## config.mk

```make
export PLATFORM = sky130hd
export DESIGN_NAME = fifo_serializer
export DESIGN_NICKNAME = d
export VERILOG_FILES = /design/src/rtl/fifo_serializer_pkg.sv /design/src/rtl/fifo_serializer_tick_counter.sv /design/src/rtl/fifo_serializer.sv
export SDC_FILE = /design/constraint.sdc
export NUM_CORES = 1
export LEC_CHECK = 0
export ABC_AREA = 0
export ABC_CLOCK_PERIOD_IN_PS = 2100
export BUFFER_PORTS_ARGS = -buffer_cell sky130_fd_sc_hd__clkbuf_2
export CORE_UTILIZATION = 49
export CTS_CLUSTER_DIAMETER = 150
export CTS_CLUSTER_SIZE = 16
export DETAILED_ROUTE_END_ITERATION = 10
export PLACE_DENSITY = 0.74
export SLEW_MARGIN = 25
export SYNTH_ARGS = -nofsm -noshare
export SYNTH_HDL_FRONTEND = slang
export SYNTH_HIERARCHICAL = 1
export SYNTH_SLANG_ARGS = --single-unit
```

## constraint.sdc

```tcl
create_clock -name clk -period 2.1 [get_ports clk]
set_clock_uncertainty 0.1 [all_clocks]
set_input_delay 0.42 -clock clk [delete_from_list [all_inputs] [get_ports clk]]
set_output_delay 0.42 -clock clk [all_outputs]
set_load 0.02 [all_outputs]
```

## src/rtl/fifo_serializer_pkg.sv

```systemverilog
//------------------------------------------------------------------------------
// Module   : fifo_serializer_pkg
// Brief    : Shared types and defaults for the fifo_serializer block: frame
//            sequencer state encoding, default word width and bit period, and
//            the idle level of the serial line.
// Revision : 1.0 - initial release
//------------------------------------------------------------------------------
`default_nettype none

package fifo_serializer_pkg;

   // Default word width (also data bits per serial frame)
   localparam int DATA_W_DEFAULT    = 4;
   // Default clock cycles per serial bit (legal range 1..255)
   localparam int BIT_TICKS_DEFAULT = 4;
   // Level driven on the serial line whenever no frame is in flight
   localparam logic SER_IDLE_LEVEL  = 1'b1;

   typedef enum logic [2:0] {
      ST_IDLE   = 3'd0,
      ST_POP    = 3'd1,
      ST_LOAD   = 3'd2,
      ST_START  = 3'd3,
      ST_DATA   = 3'd4,
      ST_PARITY = 3'd5,
      ST_STOP   = 3'd6
   } state_e;

   // True for the states that time a bit on the serial line
   function automatic logic in_frame(input state_e s);
      return (s == ST_START) || (s == ST_DATA) || (s == ST_PARITY) || (s == ST_STOP);
   endfunction

endpackage

`default_nettype wire

```

## src/rtl/fifo_serializer_tick_counter.sv

```systemverilog
//------------------------------------------------------------------------------
// Module   : ser_tick_counter
// Brief    : Bit-period timer. Counts 0..BIT_TICKS-1 while enabled and flags
//            the last cycle of each bit period; held at zero when disabled so
//            every frame starts on a fresh bit boundary.
// Revision : 1.0 - initial release
//------------------------------------------------------------------------------
`default_nettype none

module ser_tick_counter #(
   parameter int BIT_TICKS = 4
) (
   input  logic clk,
   input  logic reset,
   input  logic en_i,
   output logic tick_o
);

   // One bit of width is kept even for BIT_TICKS=1 so the counter stays legal
   localparam int               CNT_W    = (BIT_TICKS > 1) ? $clog2(BIT_TICKS) : 1;
   localparam logic [CNT_W-1:0] LAST_CNT = CNT_W'(BIT_TICKS - 1);

   logic [CNT_W-1:0] cnt_q;
   logic [CNT_W-1:0] cnt_d;

   // Next count: clear when idle, wrap on the bit boundary, else advance
   always_comb begin
      cnt_d = cnt_q;
      if (!en_i) begin
         cnt_d = '0;
      end else if (cnt_q == LAST_CNT) begin
         cnt_d = '0;
      end else begin
         cnt_d = cnt_q + 1'b1;
      end
   end

   // Count register
   always_ff @(posedge clk) begin
      if (reset) begin
         cnt_q <= '0;
      end else begin
         cnt_q <= cnt_d;
      end
   end

   assign tick_o = en_i && (cnt_q == LAST_CNT);

endmodule

`default_nettype wire

```

## src/rtl/fifo_serializer.sv

```systemverilog
//------------------------------------------------------------------------------
// Module   : fifo_serializer
// Brief    : Pops words from an upstream FIFO and sends each one as an
//            async-style serial frame: start(0), DATA_W bits LSB first,
//            optional even parity, stop(1). Each bit lasts BIT_TICKS cycles.
//            Build option: define SER_PARITY_EN to insert the even-parity bit.
// Revision : 1.0 - initial release
//------------------------------------------------------------------------------
`default_nettype none

module fifo_serializer
   import fifo_serializer_pkg::*;
#(
   parameter int DATA_W    = DATA_W_DEFAULT,
   parameter int BIT_TICKS = BIT_TICKS_DEFAULT
) (
   input  logic              clk,
   input  logic              reset,
   input  logic              fifo_empty,
   input  logic [DATA_W-1:0] fifo_data,
   output logic              fifo_pop,
   output logic              ser_out,
   output logic              busy,
   output logic              frame_done
);

   localparam int                   BIT_CNT_W = (DATA_W > 1) ? $clog2(DATA_W) : 1;
   localparam logic [BIT_CNT_W-1:0] LAST_BIT  = BIT_CNT_W'(DATA_W - 1);

   state_e                 state_q;
   logic [DATA_W-1:0]      shift_q;
   logic [BIT_CNT_W-1:0]   bit_cnt_q;
   logic                   ser_out_q;
   logic                   fifo_pop_q;
   logic                   busy_q;
   logic                   frame_done_q;
`ifdef SER_PARITY_EN
   logic                   parity_q;
`endif

   logic                   w_tick;
   logic                   w_in_frame;
   logic [DATA_W-1:0]      w_shift_next;

   assign w_in_frame   = in_frame(state_q);
   assign w_shift_next = shift_q >> 1;

   ser_tick_counter #(
      .BIT_TICKS (BIT_TICKS)
   ) u_tick (
      .clk    (clk),
      .reset  (reset),
      .en_i   (w_in_frame),
      .tick_o (w_tick)
   );

   // Frame sequencer: state, shift register, bit counter and registered outputs
   always_ff @(posedge clk) begin
      if (reset) begin
         state_q      <= ST_IDLE;
         shift_q      <= '0;
         bit_cnt_q    <= '0;
         ser_out_q    <= SER_IDLE_LEVEL;
         fifo_pop_q   <= 1'b0;
         busy_q       <= 1'b0;
         frame_done_q <= 1'b0;
`ifdef SER_PARITY_EN
         parity_q     <= 1'b0;
`endif
      end else begin
         frame_done_q <= 1'b0;
         fifo_pop_q   <= 1'b0;
         case (state_q)
            ST_IDLE: begin
               ser_out_q <= SER_IDLE_LEVEL;
               if (!fifo_empty) begin
                  state_q    <= ST_POP;
                  fifo_pop_q <= 1'b1;
                  busy_q     <= 1'b1;
               end
            end
            // The pop edge ends this cycle; the word is on fifo_data in LOAD
            ST_POP: begin
               state_q <= ST_LOAD;
            end
            ST_LOAD: begin
               shift_q   <= fifo_data;
`ifdef SER_PARITY_EN
               parity_q  <= ^fifo_data;
`endif
               ser_out_q <= 1'b0;
               state_q   <= ST_START;
            end
            ST_START: begin
               if (w_tick) begin
                  ser_out_q <= shift_q[0];
                  bit_cnt_q <= '0;
                  state_q   <= ST_DATA;
               end
            end
            ST_DATA: begin
               if (w_tick) begin
                  if (bit_cnt_q == LAST_BIT) begin
`ifdef SER_PARITY_EN
                     ser_out_q <= parity_q;
                     state_q   <= ST_PARITY;
`else
                     ser_out_q <= SER_IDLE_LEVEL;
                     state_q   <= ST_STOP;
`endif
                  end else begin
                     shift_q   <= w_shift_next;
                     ser_out_q <= w_shift_next[0];
                     bit_cnt_q <= bit_cnt_q + 1'b1;
                  end
               end
            end
`ifdef SER_PARITY_EN
            ST_PARITY: begin
               if (w_tick) begin
                  ser_out_q <= SER_IDLE_LEVEL;
                  state_q   <= ST_STOP;
               end
            end
`endif
            // Leaving STOP lands in IDLE, so a waiting word is popped next cycle
            ST_STOP: begin
               if (w_tick) begin
                  ser_out_q    <= SER_IDLE_LEVEL;
                  frame_done_q <= 1'b1;
                  busy_q       <= 1'b0;
                  state_q      <= ST_IDLE;
               end
            end
            default: begin
               ser_out_q <= SER_IDLE_LEVEL;
               busy_q    <= 1'b0;
               state_q   <= ST_IDLE;
            end
         endcase
      end
   end

   assign fifo_pop   = fifo_pop_q;
   assign ser_out    = ser_out_q;
   assign busy       = busy_q;
   assign frame_done = frame_done_q;

endmodule

`default_nettype wire

```

==> results.ini, run 1 <==
[clocking]
cts-root-to-sink-buffers=2
cts_post_setup_buffers_inserted=0
clk_latency_ps=280
number_of_clock_buffers_inserted_by_tritoncts=3
cts_tree=done
numClockSinks=15
holdBufCountCts=0
cts_root_buffer=sky130_fd_sc_hd__clkbuf_4
post_cts.resized_instances=0
clock_slew_at_the_register_clock_pins_of_the_worst_setup_and_hold_paths_ps=90
cts-htree-levels=1

[die]
floorplan.initialDensity=0.5312
fp-row-count=14
die_area_um2=1819
die-height_um=42.65
die_x_um=42.65
num_io_pins=11
core_region_area_um2=1524

[sta]
clock.fmax_mhz=557.9
timing_max_transition_violations_final=0
finalHoldViolations=0
min_period_ps=1792
max_slew_margin=0.6989
min_period_over_period=0.8536
max_slew.worst_pin.slew_ps=450.5
final_layout_worst_hold_slack_ps=303.4
grt_setup_unrepaired=no
timing.final.ws_setup_ps=307.5
final-setup-viol-count=0
setup_total_negative_slack_ps=0

[power]
power.static_leakage_nw=0.3813
maximum_vdd_drop_uv=357.4
sequentialPowerShare=0.553
power.switching_mw=0.1493
clock_power_frac=0.292
comb_power_share=0.155
internal-power_mw=0.4084
power-per-cell-area_nw_per_um2=620.8
switching_share=0.2678
design_power_total_mw=0.5577

[global_routing]
antenna_found_initial=0
grt.met1_usage=0.2400
grt_pass1_vias=618
gr-usage-all-layers=0.1872
gr-max-usage-layer=met2
wire_length_of_the_first_global_routing_pass_mm=2.594
grtUsageMet3=0.03879
grt_start_max_net_pins=19
grt_remaining_overflow=0
grtUsageMet2=0.3030

[setup_path]
startpoint_type=register
crit_required_ps=2170
reg_to_reg_end=bit_cnt_q[1]
crit_path_start=state_q[2]
worstSetupEndpoint=bit_cnt_q[1]
reg2reg_setup_slack_ps=310
critical_path.endpoint_type=register
cp_max_fo=17
regToRegStartpoint=state_q[2]
worst-setup-path-type=reg2reg
cell_count_of_the_worst_reg_to_reg_path=4
arrival_ps=1870

[placed_design]
place.port_buffers=10
post-place-ws_ps=327.1
gp_routability_congestion=0.7017
placedCellCount=106
placed_wire_length_estimate_after_detailed_placement_mm=1.112

[final_layout]
post_synthesis_to_final_layout_area_growth_pct=10.97
drive_gt1_frac=0.2447
layout_common_cells=sky130_fd_sc_hd__dfxtp_1, sky130_fd_sc_hd__clkbuf_2, sky130_fd_sc_hd__a211oi_1
antenna_cells_inserted=0
layout_commonest_cell=sky130_fd_sc_hd__dfxtp_1
final_net_count=104
n_fill_cell=139
final-instance-count-excl-fill=110

[synth]
post_synth_main_area_contributors=sky130_fd_sc_hd__dfxtp_1, sky130_fd_sc_hd__a211oi_1, sky130_fd_sc_hd__nor4b_2, sky130_fd_sc_hd__mux2i_1, sky130_fd_sc_hd__nor2b_1
synth_area_um2=809.5
synthesized_instance_count=83
ys_warn_count=6
postSynth.topFlopCell=sky130_fd_sc_hd__dfxtp_1
asyncSetResetFlopFracSynth=0
fraction_of_the_mapped_netlist_area_in_compound_gates=0.1685
post-synth-top-area-cell=sky130_fd_sc_hd__dfxtp_1
synth_xor_xnor_area_share=0.02164
synth_top_family_by_area=simple AND/OR/NAND/NOR gates
ys_ff_latch=15
syn_area_per_cell_um2=9.753
synthesis.nets=92
yosys.cell_types.count=36
synth-adder-area-share=0.03091
synth_mux_area_frac=0.07728
synth_sequential_area_ratio=0.3709
post-synth-top-area-fraction=0.3709
synth_simple_gate_area_frac=0.2782
count_of_flip_flops_with_a_built_in_enable_after_synthesis=0

[detailed_routing]
detail_route.wl_per_cell_um=14.30
num_vias=681
route.antenna.remaining_nets=0
detailed_route_drc_error_count=0
firstDrtPassIters=4
drt-vias-per-instance=6.191
postRouteWirelength_mm=1.573
first_iter_violations=13

[hold_path]
timing.hold.worst.class=in2reg

[status]
status=finished, final reports clean

[run]
number_of_max_cap_violations=0

cell usage after synthesis, types with 2 or more instances:
| cell | instances |
|---|---|
| sky130_fd_sc_hd__a211oi_1 | 6 |
| sky130_fd_sc_hd__a21oi_1 | 4 |
| sky130_fd_sc_hd__and2_1 | 2 |
| sky130_fd_sc_hd__and4b_1 | 2 |
| sky130_fd_sc_hd__buf_2 | 4 |
| sky130_fd_sc_hd__clkbuf_1 | 2 |
| sky130_fd_sc_hd__dfxtp_1 | 15 |
| sky130_fd_sc_hd__ha_1 | 2 |
| sky130_fd_sc_hd__mux2_1 | 2 |
| sky130_fd_sc_hd__mux2i_1 | 4 |
| sky130_fd_sc_hd__nand2_1 | 3 |
| sky130_fd_sc_hd__nor2_1 | 3 |
| sky130_fd_sc_hd__nor2b_1 | 5 |
| sky130_fd_sc_hd__nor3_1 | 3 |
| sky130_fd_sc_hd__nor4b_2 | 3 |
| sky130_fd_sc_hd__o21ai_0 | 2 |
| sky130_fd_sc_hd__o21ai_1 | 2 |
critical path, stage by stage, from the launching register on:
cell	delay, ps
sky130_fd_sc_hd__dfxtp_1	390
sky130_fd_sc_hd__buf_4	230
sky130_fd_sc_hd__nor4b_2	420
sky130_fd_sc_hd__o21a_1	220
sky130_fd_sc_hd__mux2_1	330
power groups by stage:
stage	clock network (mW)	registers [mW]	logic, mW
3_3_place_gp	0	0.314	0.0841
4_1_cts	0.166	0.308	0.0868
3_5_place_dp	0	0.315	0.0860
2_1_floorplan	0	0.321	0.0553
6_report	0.163	0.308	0.0867
5_1_grt	0.181	0.310	0.0953
flip-flops by register name, indices dropped and copies added (netlist names):
register      flops
bit_cnt_q         2
busy              1
fifo_pop          1
frame_done        1
ser_out           1
shift_q           4
state_q           3
u_tick/cnt_q      2
worst min path at each step:
stage                     from  slack [ps]               to  depth (start not counted)
6_report          fifo_data[3]         300       shift_q[3]                          3
5_1_grt           fifo_data[3]         320       shift_q[3]                          3
4_1_cts           fifo_data[3]         310       shift_q[3]                          3
3_5_place_dp   u_tick/cnt_q[0]         340  u_tick/cnt_q[0]                          1
3_3_place_gp   u_tick/cnt_q[0]         330  u_tick/cnt_q[0]                          1
2_1_floorplan  u_tick/cnt_q[0]         320  u_tick/cnt_q[0]                          1
layout make-up:
type / count / area [um2] / area share
multi-input combinational: 60 / 466.7 / 0.5195
clock inverter: 1 / 5.005 / 0.005571
inverter: 1 / 3.754 / 0.004178
sequential: 15 / 300.3 / 0.3343
tap: 16 / 20.02 / 0.02228
clock buffer: 3 / 22.52 / 0.02507
timing repair buffer: 14 / 80.08 / 0.08914
per-stage QoR:
stage,instance area [um2],util
3_5_place_dp,870.8,0.5714
6_report,898.4,0.5895
5_1_grt,898.4,0.5895
4_1_cts,898.4,0.5895
2_1_floorplan,809.5,-
3_3_place_gp,870.8,0.5714
logic make-up after synthesis:
group	after synthesis
compound gates	20
fa+ha+maj	2
mux	6
flops	15
xor+xnor	2
simple gates	30
buf+inv	8
layer usage:
layer | part of all wire | up-vias
met1 | 0.48 | 327
met5 | 0 | -
li1 | - | 333
met4 | 0.020 | 0
met2 | 0.47 | 17
met3 | 0.027 | 4
Note: power is estimated with default switching activity, not from simulation.
==> run 2, diff against run 1 <==
--- a/config.mk
+++ b/config.mk
@@ -7,12 +7,14 @@
 export LEC_CHECK = 0
 export ABC_AREA = 0
 export ABC_CLOCK_PERIOD_IN_PS = 2100
-export BUFFER_PORTS_ARGS = -buffer_cell sky130_fd_sc_hd__clkbuf_2
-export CORE_UTILIZATION = 49
+export CAP_MARGIN = 20
+export CORE_MARGIN = 3
+export CORE_UTILIZATION = 53
 export CTS_CLUSTER_DIAMETER = 150
 export CTS_CLUSTER_SIZE = 16
 export DETAILED_ROUTE_END_ITERATION = 10
-export PLACE_DENSITY = 0.74
+export DONT_BUFFER_PORTS = 1
+export PLACE_DENSITY = 0.73
 export SLEW_MARGIN = 25
 export SYNTH_ARGS = -nofsm -noshare
 export SYNTH_HDL_FRONTEND = slang
==> results.ini, run 2 (synthesized netlist as in run 1, its figures left out) <==
[clocking]
clock_slew_at_the_register_clock_pins_of_the_worst_setup_and_hold_paths_ps=100  ; about the same
post_cts.resized_instances=0  ; unchanged
cts_tree=done
cts_root_buffer=sky130_fd_sc_hd__clkbuf_4
cts-root-to-sink-buffers=2  ; unchanged
clk_latency_ps=290  ; about the same
cts_post_setup_buffers_inserted=0  ; unchanged
cts-htree-levels=1  ; unchanged
numClockSinks=15  ; unchanged
holdBufCountCts=0  ; unchanged
number_of_clock_buffers_inserted_by_tritoncts=3  ; unchanged

[die]
die-height_um=45.08  ; +5.7%
die_x_um=45.08  ; +5.7%
fp-row-count=13  ; -1
die_area_um2=2032  ; +12%
floorplan.initialDensity=0.5925  ; +0.06129
num_io_pins=11  ; unchanged
core_region_area_um2=1366  ; -10%

[sta]
clock.fmax_mhz=543.7  ; -2.5%
grt_setup_unrepaired=no
max_slew.worst_pin.slew_ps=396.1  ; -54.40 ps
min_period_over_period=0.8758  ; +0.02219
final-setup-viol-count=0  ; unchanged
timing_max_transition_violations_final=0  ; unchanged
max_slew_margin=0.7353  ; +0.03636
min_period_ps=1839  ; +46.61 ps
setup_total_negative_slack_ps=0  ; unchanged
finalHoldViolations=0  ; unchanged
timing.final.ws_setup_ps=260.9  ; -46.61 ps
final_layout_worst_hold_slack_ps=86.50  ; -216.9 ps

[final_layout]
largest_registers=shift_q (4), state_q (3)
antenna_cells_inserted=0  ; unchanged
largest_register_ff_count=4  ; unchanged
register_bank_with_the_most_flops=shift_q
post_synthesis_to_final_layout_area_growth_pct=4.019
layout_commonest_cell=sky130_fd_sc_hd__dfxtp_1
final_net_count=93  ; -11%
n_fill_cell=118  ; -15%
layout_common_cells=sky130_fd_sc_hd__dfxtp_1, sky130_fd_sc_hd__a211oi_1, sky130_fd_sc_hd__nor2b_1
drive_gt1_frac=0.1446  ; -0.1001
core_util_final=0.6163  ; +0.02681

[setup_path]
cp_max_fo=14  ; -3
crit_required_ps=2230  ; +60 ps
reg2reg_setup_slack_ps=260  ; -50 ps
critical_path.endpoint_type=register
arrival_ps=1970  ; +100 ps
cell_count_of_the_worst_reg_to_reg_path=6  ; +2
worst-setup-path-type=reg2reg
startpoint_type=register

[global_routing]
grt_pass1_vias=596  ; -3.6%
gr-usage-all-layers=0.1772  ; -0.01003
antenna_found_initial=0  ; unchanged
grt_remaining_overflow=0  ; unchanged
wire_length_of_the_first_global_routing_pass_mm=2.608  ; +0.54%
grt_start_max_net_pins=19  ; unchanged

[detailed_routing]
detail_route.wl_per_cell_um=14.99  ; +4.8%
first_iter_violations=11  ; -2
drt-vias-per-instance=6.184  ; -0.12%
detailed_route_drc_error_count=0  ; unchanged
postRouteWirelength_mm=1.469  ; -6.6%
firstDrtPassIters=4  ; unchanged
route.antenna.remaining_nets=0  ; unchanged
num_vias=606  ; -11%

[hold_path]
timing.hold.worst.class=in2reg
min_delay_path_depth=1  ; -2

[placed_design]
post-place-ws_ps=299.6  ; -27.51 ps
gp_routability_congestion=0.7531  ; +7.3%
placed_wire_length_estimate_after_detailed_placement_mm=1.084  ; -2.6%
place.port_buffers=0  ; -10

[power]
maximum_vdd_drop_uv=619.4  ; +73%
design_power_total_mw=0.5521  ; -1.0%
power-per-cell-area_nw_per_um2=655.7  ; +5.6%
power.static_leakage_nw=0.3299  ; -13%

[status]
status=finished, final reports clean

[run]
number_of_max_cap_violations=0  ; unchanged

-- run 2: worst max-delay path: stages, from the launching register on --
cell	delay, ps
sky130_fd_sc_hd__dfxtp_1	350
sky130_fd_sc_hd__nand2_1	70
sky130_fd_sc_hd__xnor2_1	180
sky130_fd_sc_hd__and2_1	400
sky130_fd_sc_hd__nand4bb_1	140
sky130_fd_sc_hd__a21oi_1	320
sky130_fd_sc_hd__mux2i_1	210
-- run 2: path summary, 6_finish.rpt --
kind	start	endpoint
hold reg to reg	u_tick/cnt_q[0]	u_tick/cnt_q[0]
hold / removal	reset	u_tick/cnt_q[0]
setup / recovery	state_q[1]	shift_q[3]
setup reg to reg	state_q[1]	shift_q[3]
-- run 2: area by class of cell --
class	count	area (um2)	share of cell area
timing repair buffer	3	22.52	0.02675
sequential	15	300.3	0.3566
clock inverter	1	7.507	0.008915
clock buffer	3	22.52	0.02675
multi-input combinational	60	466.7	0.5542
tap	15	18.77	0.02229
inverter	1	3.754	0.004458
-- run 2: power breakdown --
part	internal, mW	switching (mW)
logic	0.0308	0.0339
registers	0.300	0.0155
clock network	0.0725	0.0994
-- run 2: per-layer routing --
metal / wire [um] / share of wire / vias to the layer above / track usage
li1: - / - / 308 / -
met5: 0 / 0 / - / 0
met2: 662 / 0.45 / 18 / 0.2401
met3: 103 / 0.070 / 2 / 0.07570
met1: 691 / 0.47 / 278 / 0.2451
met4: 12 / 0.0082 / 0 / 0.07018
-- run 2: through the flow --
step / instances / instance area (um2)
final: 98 / 842.1
after global routing: 98 / 842.1
after CTS: 98 / 842.1
after detailed placement: 94 / 812.0
after global placement: 94 / 812.0
after floorplan: 83 / 809.5
